$ cat src/rtl/ram_bank_sched_pkg.sv
// ram_bank_sched_pkg
//   Shared encodings for the RAM bank scheduler: bank life-cycle states,
//   port-owner FSM codes, default RAM geometry and a ring pointer helper.
package ram_bank_sched_pkg;

   localparam int RAM_AW     = 10;
   localparam int RAM_DW     = 4;
   localparam int NBANKS_DEF = 4;
   localparam int PTR_W      = 3;   // bank index width, fixed by osel_ram
   localparam int MAX_BANKS  = 8;

   // Bank life cycle: EMPTY -> FULL (filled from card) -> DONE (XORed) -> EMPTY (sent)
   typedef enum logic [1:0] {
      BK_EMPTY = 2'd0,
      BK_FULL  = 2'd1,
      BK_DONE  = 2'd2
   } bank_st_e;

   // Port owner FSM
   localparam logic [1:0] OWN_IDLE = 2'd0;
   localparam logic [1:0] OWN_SD   = 2'd1;
   localparam logic [1:0] OWN_XOR  = 2'd2;

   // Ring pointer increment, wrapping at n-1
   function automatic logic [PTR_W-1:0] ptr_inc(input logic [PTR_W-1:0] p, input int n);
      return (p == PTR_W'(n - 1)) ? '0 : p + PTR_W'(1);
   endfunction

endpackage

$ cat src/rtl/ram_bank_sched_rr_arb2.sv
// rr_arb2
//   Two-requester round-robin arbiter. When both request, the side that did
//   not win last time is granted. The last-winner register only moves when
//   iupd is high and a grant is issued.
// Ports
//   iclk, irst : clock, async active-high reset (last winner resets to req[1])
//   ireq[1:0]  : requests (bit 0 = SD, bit 1 = XOR)
//   iupd       : arbitration decision is being taken this cycle
//   ognt[1:0]  : one-hot combinational grant
module rr_arb2 (
   input  logic       iclk,
   input  logic       irst,
   input  logic [1:0] ireq,
   input  logic       iupd,
   output logic [1:0] ognt
);

   logic last_q;   // 1 = requester 1 won last

   always_comb begin
      ognt = ireq;
      if (&ireq) ognt = last_q ? 2'b01 : 2'b10;
   end

   always_ff @(posedge iclk or posedge irst) begin
      if (irst)                   last_q <= 1'b1;
      else if (iupd && (|ognt))   last_q <= ognt[1];
   end

endmodule

$ cat src/rtl/ram_bank_sched.sv
// ram_bank_sched
//   Owns the RAM bank ring shared by the SD D-line driver and the OTP XOR
//   engine. Tracks per-bank state, grants the single RAM port to one side at
//   a time and muxes address / write data / write enable onto the RAM.
// Ports
//   iclk, irst                       : clock, async active-high reset
//   isd_req/dir/done/addr/wdata/we   : SD requester (dir 0 = FILL, 1 = SEND)
//   osd_gnt, osd_bank                : SD grant and granted bank
//   ixor_req/done/addr/wdata/we      : XOR engine requester
//   oxor_gnt, oxor_bank              : XOR grant and granted bank
//   osel_ram, oaddr, owdata, owrite_en : RAM port
//   irdata                           : RAM read data (requesters tap it directly)
//   ofree, oidle                     : registered EMPTY-bank count / all idle
//   oerr                             : registered 1-cycle protocol error pulse
module ram_bank_sched
   import ram_bank_sched_pkg::*;
#(
   parameter int NBANKS = NBANKS_DEF,
   parameter int AW     = RAM_AW,
   parameter int DW     = RAM_DW
) (
   input  logic          iclk,
   input  logic          irst,
   input  logic          isd_req,
   input  logic          isd_dir,
   input  logic          isd_done,
   input  logic [AW-1:0] isd_addr,
   input  logic [DW-1:0] isd_wdata,
   input  logic          isd_we,
   output logic          osd_gnt,
   output logic [2:0]    osd_bank,
   input  logic          ixor_req,
   input  logic          ixor_done,
   input  logic [AW-1:0] ixor_addr,
   input  logic [DW-1:0] ixor_wdata,
   input  logic          ixor_we,
   output logic          oxor_gnt,
   output logic [2:0]    oxor_bank,
   output logic [2:0]    osel_ram,
   output logic [AW-1:0] oaddr,
   output logic [DW-1:0] owdata,
   output logic          owrite_en,
   input  logic [DW-1:0] irdata,
   output logic [3:0]    ofree,
   output logic          oidle,
   output logic          oerr
);

   // Storage is sized for the 3-bit pointer range; entries >= NBANKS never leave EMPTY.
   bank_st_e         bank_q [MAX_BANKS];
   bank_st_e         bank_d [MAX_BANKS];
   logic [PTR_W-1:0] fill_ptr_q, fill_ptr_d;
   logic [PTR_W-1:0] proc_ptr_q, proc_ptr_d;
   logic [PTR_W-1:0] send_ptr_q, send_ptr_d;
   logic [1:0]       owner_q, owner_d;
   logic             dir_q, dir_d;
   logic [PTR_W-1:0] gbank_q, gbank_d;
   logic [3:0]       free_q, free_d;
   logic             idle_q, idle_d;
   logic             err_q, err_d;

   logic             sd_elig, xor_elig;
   logic [1:0]       arb_gnt;
   logic             sd_own, xor_own;
   logic             unused_rdata;

   assign unused_rdata = ^irdata;

   // Eligibility depends on the bank the relevant pointer currently names
   assign sd_elig  = isd_req & (isd_dir ? (bank_q[send_ptr_q] == BK_DONE)
                                        : (bank_q[fill_ptr_q] == BK_EMPTY));
   assign xor_elig = ixor_req & (bank_q[proc_ptr_q] == BK_FULL);

   rr_arb2 u_arb (
      .iclk (iclk),
      .irst (irst),
      .ireq ({xor_elig, sd_elig}),
      .iupd (owner_q == OWN_IDLE),
      .ognt (arb_gnt)
   );

   always_comb begin
      bank_d     = bank_q;
      fill_ptr_d = fill_ptr_q;
      proc_ptr_d = proc_ptr_q;
      send_ptr_d = send_ptr_q;
      owner_d    = owner_q;
      dir_d      = dir_q;
      gbank_d    = gbank_q;
      err_d      = 1'b0;
      free_d     = '0;
      idle_d     = 1'b0;

      case (owner_q)
         OWN_IDLE: begin
            // Any done with nobody owning the port is a violation
            err_d = isd_done | ixor_done;
            if (arb_gnt[0]) begin
               owner_d = OWN_SD;
               dir_d   = isd_dir;
               gbank_d = isd_dir ? send_ptr_q : fill_ptr_q;
            end else if (arb_gnt[1]) begin
               owner_d = OWN_XOR;
               gbank_d = proc_ptr_q;
            end
         end
         OWN_SD: begin
            err_d = ixor_done;
            if (isd_done) begin
               owner_d = OWN_IDLE;
               if (dir_q) begin
                  bank_d[gbank_q] = BK_EMPTY;
                  send_ptr_d      = ptr_inc(send_ptr_q, NBANKS);
               end else begin
                  bank_d[gbank_q] = BK_FULL;
                  fill_ptr_d      = ptr_inc(fill_ptr_q, NBANKS);
               end
            end
         end
         OWN_XOR: begin
            err_d = isd_done;
            if (ixor_done) begin
               owner_d         = OWN_IDLE;
               bank_d[gbank_q] = BK_DONE;
               proc_ptr_d      = ptr_inc(proc_ptr_q, NBANKS);
            end
         end
         default: owner_d = OWN_IDLE;
      endcase

      // Status registers reflect the post-update bank state
      for (int i = 0; i < NBANKS; i++)
         if (bank_d[i] == BK_EMPTY) free_d = free_d + 4'd1;
      idle_d = (free_d == 4'(NBANKS)) && (owner_d == OWN_IDLE);
   end

   always_ff @(posedge iclk or posedge irst) begin
      if (irst) begin
         for (int i = 0; i < MAX_BANKS; i++) bank_q[i] <= BK_EMPTY;
         fill_ptr_q <= '0;
         proc_ptr_q <= '0;
         send_ptr_q <= '0;
         owner_q    <= OWN_IDLE;
         dir_q      <= 1'b0;
         gbank_q    <= '0;
         free_q     <= 4'(NBANKS);
         idle_q     <= 1'b1;
         err_q      <= 1'b0;
      end else begin
         bank_q     <= bank_d;
         fill_ptr_q <= fill_ptr_d;
         proc_ptr_q <= proc_ptr_d;
         send_ptr_q <= send_ptr_d;
         owner_q    <= owner_d;
         dir_q      <= dir_d;
         gbank_q    <= gbank_d;
         free_q     <= free_d;
         idle_q     <= idle_d;
         err_q      <= err_d;
      end
   end

   assign sd_own  = (owner_q == OWN_SD);
   assign xor_own = (owner_q == OWN_XOR);

   assign osd_gnt   = sd_own;
   assign oxor_gnt  = xor_own;
   assign osd_bank  = sd_own  ? gbank_q : 3'd0;
   assign oxor_bank = xor_own ? gbank_q : 3'd0;
   assign osel_ram  = (sd_own | xor_own) ? gbank_q : 3'd0;

   // SEND grants only read the RAM, so SD write enable is masked when dir = 1
   assign oaddr     = sd_own ? isd_addr  : (xor_own ? ixor_addr  : '0);
   assign owdata    = sd_own ? isd_wdata : (xor_own ? ixor_wdata : '0);
   assign owrite_en = (sd_own & isd_we & ~dir_q) | (xor_own & ixor_we);

   assign ofree = free_q;
   assign oidle = idle_q;
   assign oerr  = err_q;

endmodule

$ cat config.mk
export PLATFORM = sky130hd
export DESIGN_NAME = ram_bank_sched
export DESIGN_NICKNAME = d
export VERILOG_FILES = /design/src/rtl/ram_bank_sched_pkg.sv /design/src/rtl/ram_bank_sched_rr_arb2.sv /design/src/rtl/ram_bank_sched.sv
export SDC_FILE = /design/constraint.sdc
export NUM_CORES = 1
export LEC_CHECK = 0
export ABC_AREA = 1
export BUFFER_PORTS_ARGS = -buffer_cell sky130_fd_sc_hd__buf_2
export CORE_MARGIN = 2
export CORE_UTILIZATION = 45
export CTS_CLUSTER_DIAMETER = 200
export DETAILED_ROUTE_END_ITERATION = 10
export PLACE_DENSITY = 0.7
export SLEW_MARGIN = 20
export SYNTH_ARGS = -nofsm -noshare
export SYNTH_HDL_FRONTEND = slang
export SYNTH_SLANG_ARGS = --single-unit
$ cat constraint.sdc
create_clock -name iclk -period 3.72 [get_ports iclk]
set_input_delay 0.372 -clock iclk [delete_from_list [all_inputs] [get_ports iclk]]
set_output_delay 0.372 -clock iclk [all_outputs]
set_load 0.02 [all_outputs]
==> impl_results.md <==
- Cts bufs inserted: 5
- Critical Path Fanout Max: 8
- Crit share post-route: 84.09%
- Area of the multi-input gates: approximately 1500 um2
- Cells after Synth: 426
- Final Cell Area: around 3400 um2
- Commonest non-fill, non-tap cell in the layout: nand2_1
- TritonCTS clock tree: done
- Die area: approximately 7000 um2
- TNS Setup: 0 ns
- Setup CP Type: reg -> reg
- Reg area: about 950 um2
- I/O Buffers: around 70
- Worst reg2reg startpoint: owner_q[1]$_DFF_PP0_
- Yosys top cell area share: a little under a third
- Initial Utilization: a little under half
- Static power due to leakage: between 1.5 and 2 nW
- Num ports: between 70 and 80
- Synth area leader: dfrtp_1
- Worst setup path end: oidle$_DFF_PP1_
- H-tree Lvls: 2
- Post-synthesis adder-cell area fraction: ~5.2%
- Placement Cell Area: between 3000 and 4000 um2
- Post-Synth Simple-Gate Area: a little under two fifths
- Fill cells: ~650
- Switching part of the total: between 50% and 60%
- Reg2reg path depth: 19
- Detailed placement HPWL: around 5.9 mm
- Req. time, crit path: between 3 and 4 ns
- Synth top area cells: dfrtp_1 30%, nand2_1 16%, nand3_1 10%
- CP endpoint kind: flip-flop
- Maxcap violations: 0
- Gr usage total: ~22%
- Chip Height: ~84 um
- Compound-Gate Fraction of Synth Area: around a tenth
- FP Rows: 29
- Iteration-0 DRC Markers: ~190
- Largest net degree at the start of global routing: 39
- Die W: between 80 and 90 um
- Yosys cell types: 34
- Via/cell ratio: slightly above 5
- CP Launch Type: flip-flop
- Cts hold-fix bufs: 0
- Reg power frac: about 28%
- Critical path startpoint: owner_q[1]$_DFF_PP0_
- Main combinational cell family by area after synthesis: simple AND/OR/NAND/NOR gates
- Final ANT Viol Nets: 0
- Share of layout cells above drive strength 1: a little under a quarter
- Comb pwr share: between 60 and 70%
- Initial antenna violation count: 0
- Clk pwr share: 10.9%
- Flop2flop setup slack: about 0.59 ns
- Post-synthesis mux area share: 0%
- Synthesized netlist net count: 479
- RSZ-0062 raised after global routing: no
- DR WL/cell: 12.94 um
- Synthesis-stage register bit count: 38
- DR DRC count: 0
- Initial DRT Pass Iterations: 5
- VDD IR-drop max: 627.6 uV
- Synth-to-Final Area Change: 15.99%
- Crit path time final: about 3.1 ns
- Most frequent cells in the layout: 121 x nand2_1, 73 x inv_1, 68 x buf_2
- Cts repair resizes: 0
- Avg Cell Area, Syn: 6.796 um2
- Post-CTS repair timing setup buffer count: 0
- Overall power: ~2.8 mW
- Worst hold path type: in -> async
- Clk pin slew, worst setup/hold paths: approximately 0.070 ns
- Clk_skew: roughly 0.0075 ns
- Gr ovfl total: 0
- Post-synthesis sequential area ratio: ~33%
- Final Hold Viols: 0
- Bufs on Longest Clock Path: 2
- Switching Power: about 1.4 mW
- Final RePlAce weighted congestion: a little over 0.9
- Global-route wire length before repair: ~13 mm
- Syn. warnings: 0
- Pwr Density: 823.3 nW/um2
- Vias in the first global route: approximately 2800
- Syn Std Cell Area: roughly 2900 um2
- Fin. max-slew vios: 0
- DRT Wirelength: approximately 7.4 mm
- P_int: about 1.3 mW
- Diodes inserted: 0
- Status: completed
- Vias post-DR: ~2900
- Crit Reg-Reg Endpoint: oidle$_DFF_PP1_
- Clk Latency, worst-skew pair: 0.29 ns
- Root buf cell: clkbuf_8
- Arr. time, crit path: approximately 3.4 ns
- Clock sink count: 38
- Core ar.: 6277 um2
- Final Setup Violations: 0
- Post-synthesis xor/xnor area fraction: 0%
- Max Clk Rate: between 300 and 400 MHz
- Final #Nets: ~540
power by group through the flow:
stage	registers [mW]	logic, mW	clock network, mW
floorplan	0.718	1.36	0
global placement	0.763	1.67	0
detailed placement	0.770	1.70	0
CTS	0.764	1.71	0.312
global route	0.792	1.94	0.327
finish	0.766	1.70	0.303
critical path, stage by stage, from the launching register on:
cell	delay [ns]
dfrtp_1	0.40
inv_1	0.09
ha_1	0.46
nand2_1	0.14
inv_2	0.12
nand2_1	0.08
a32o_1	0.29
nor2_1	0.17
inv_1	0.08
ha_1	0.17
o21ai_0	0.25
ha_1	0.22
inv_1	0.05
nor2_2	0.09
nand2_1	0.06
nand2_2	0.07
inv_1	0.04
nor2_1	0.09
nand3_1	0.07
nor2_1	0.10
how the worst min path moves through the flow:
| stage | from | to | slack, ns | cells past startpoint |
|---|---|---|---|---|
| 2_1_floorplan | dir_q$_DFFE_PP0P_ | dir_q$_DFFE_PP0P_ | 0.47 | 2 |
| 3_3_place_gp | dir_q$_DFFE_PP0P_ | dir_q$_DFFE_PP0P_ | 0.49 | 2 |
| 3_5_place_dp | dir_q$_DFFE_PP0P_ | dir_q$_DFFE_PP0P_ | 0.50 | 2 |
| 4_1_cts | irst | ofree[3]$_DFF_PP0_ | 0.20 | 3 |
| 5_1_grt | irst | ofree[3]$_DFF_PP0_ | 0.22 | 3 |
| 6_report | irst | ofree[3]$_DFF_PP0_ | 0.18 | 3 |
through the flow:
stage	setup WS, ns	utilization [%]	hold slack, ns	cells
CTS	0.5792	53.50	0.1974	569
finish	0.5920	53.50	0.1785	569
global route	0.2828	53.50	0.2238	569
floorplan	1.020	-	0.4750	426
detailed placement	0.6012	51.98	0.5020	561
global placement	0.6983	51.98	0.4920	561
area by class of cell:
type                    count  area share, %
repair buffers             71          10.80
inverters                  81          9.203
flip-flops and latches     38          28.43
clock inverters             2         0.3726
well taps                  77          2.869
clock buffers               6          2.459
multi-input cells         294          45.86
state kept, by name, summed over array words and instances (netlist names):
register	count
oerr	1
ofree	4
send_ptr_q	3
fill_ptr_q	3
owner_q	2
proc_ptr_q	3
bank_q	16
dir_q	1
gbank_q	3
oidle	1
u_arb.last_q	1
routing by layer:
layer	wire (um)	vias to the layer above	GRT usage (%)
li1	-	1479	-
met1	3286	1324	28.65
met2	3666	57	37.59
met3	259	11	3.540
met4	153	0	7.185
met5	0	-	0
logic make-up after synthesis:
group           Yosys count
compound gates           51
fa+ha+maj                12
buf+inv                  94
flops                    38
other cells               1
simple gates            230
cells in the mapped netlist:
cell type and n:
a211oi_1 1, a21boi_0 1, a21oi_1 12, a21oi_4 1
a32o_1 2, buf_1 1, buf_2 1, buf_6 5
clkbuf_1 5, clkbuf_4 1, conb_1 1, dfrtp_1 35
dfstp_2 3, ha_1 12, inv_1 73, inv_2 7
inv_6 1, nand2_1 121, nand2_2 6, nand2_4 1
nand3_1 60, nand3_2 5, nand3_4 2, nand3b_1 2
nand4_1 7, nand4_4 1, nor2_1 17, nor2_2 4
nor2_4 2, nor3_1 2, o211ai_1 4, o21a_1 1
o21ai_0 28, o21bai_1 1
No activity file was read; power rests on OpenSTA's default activity.
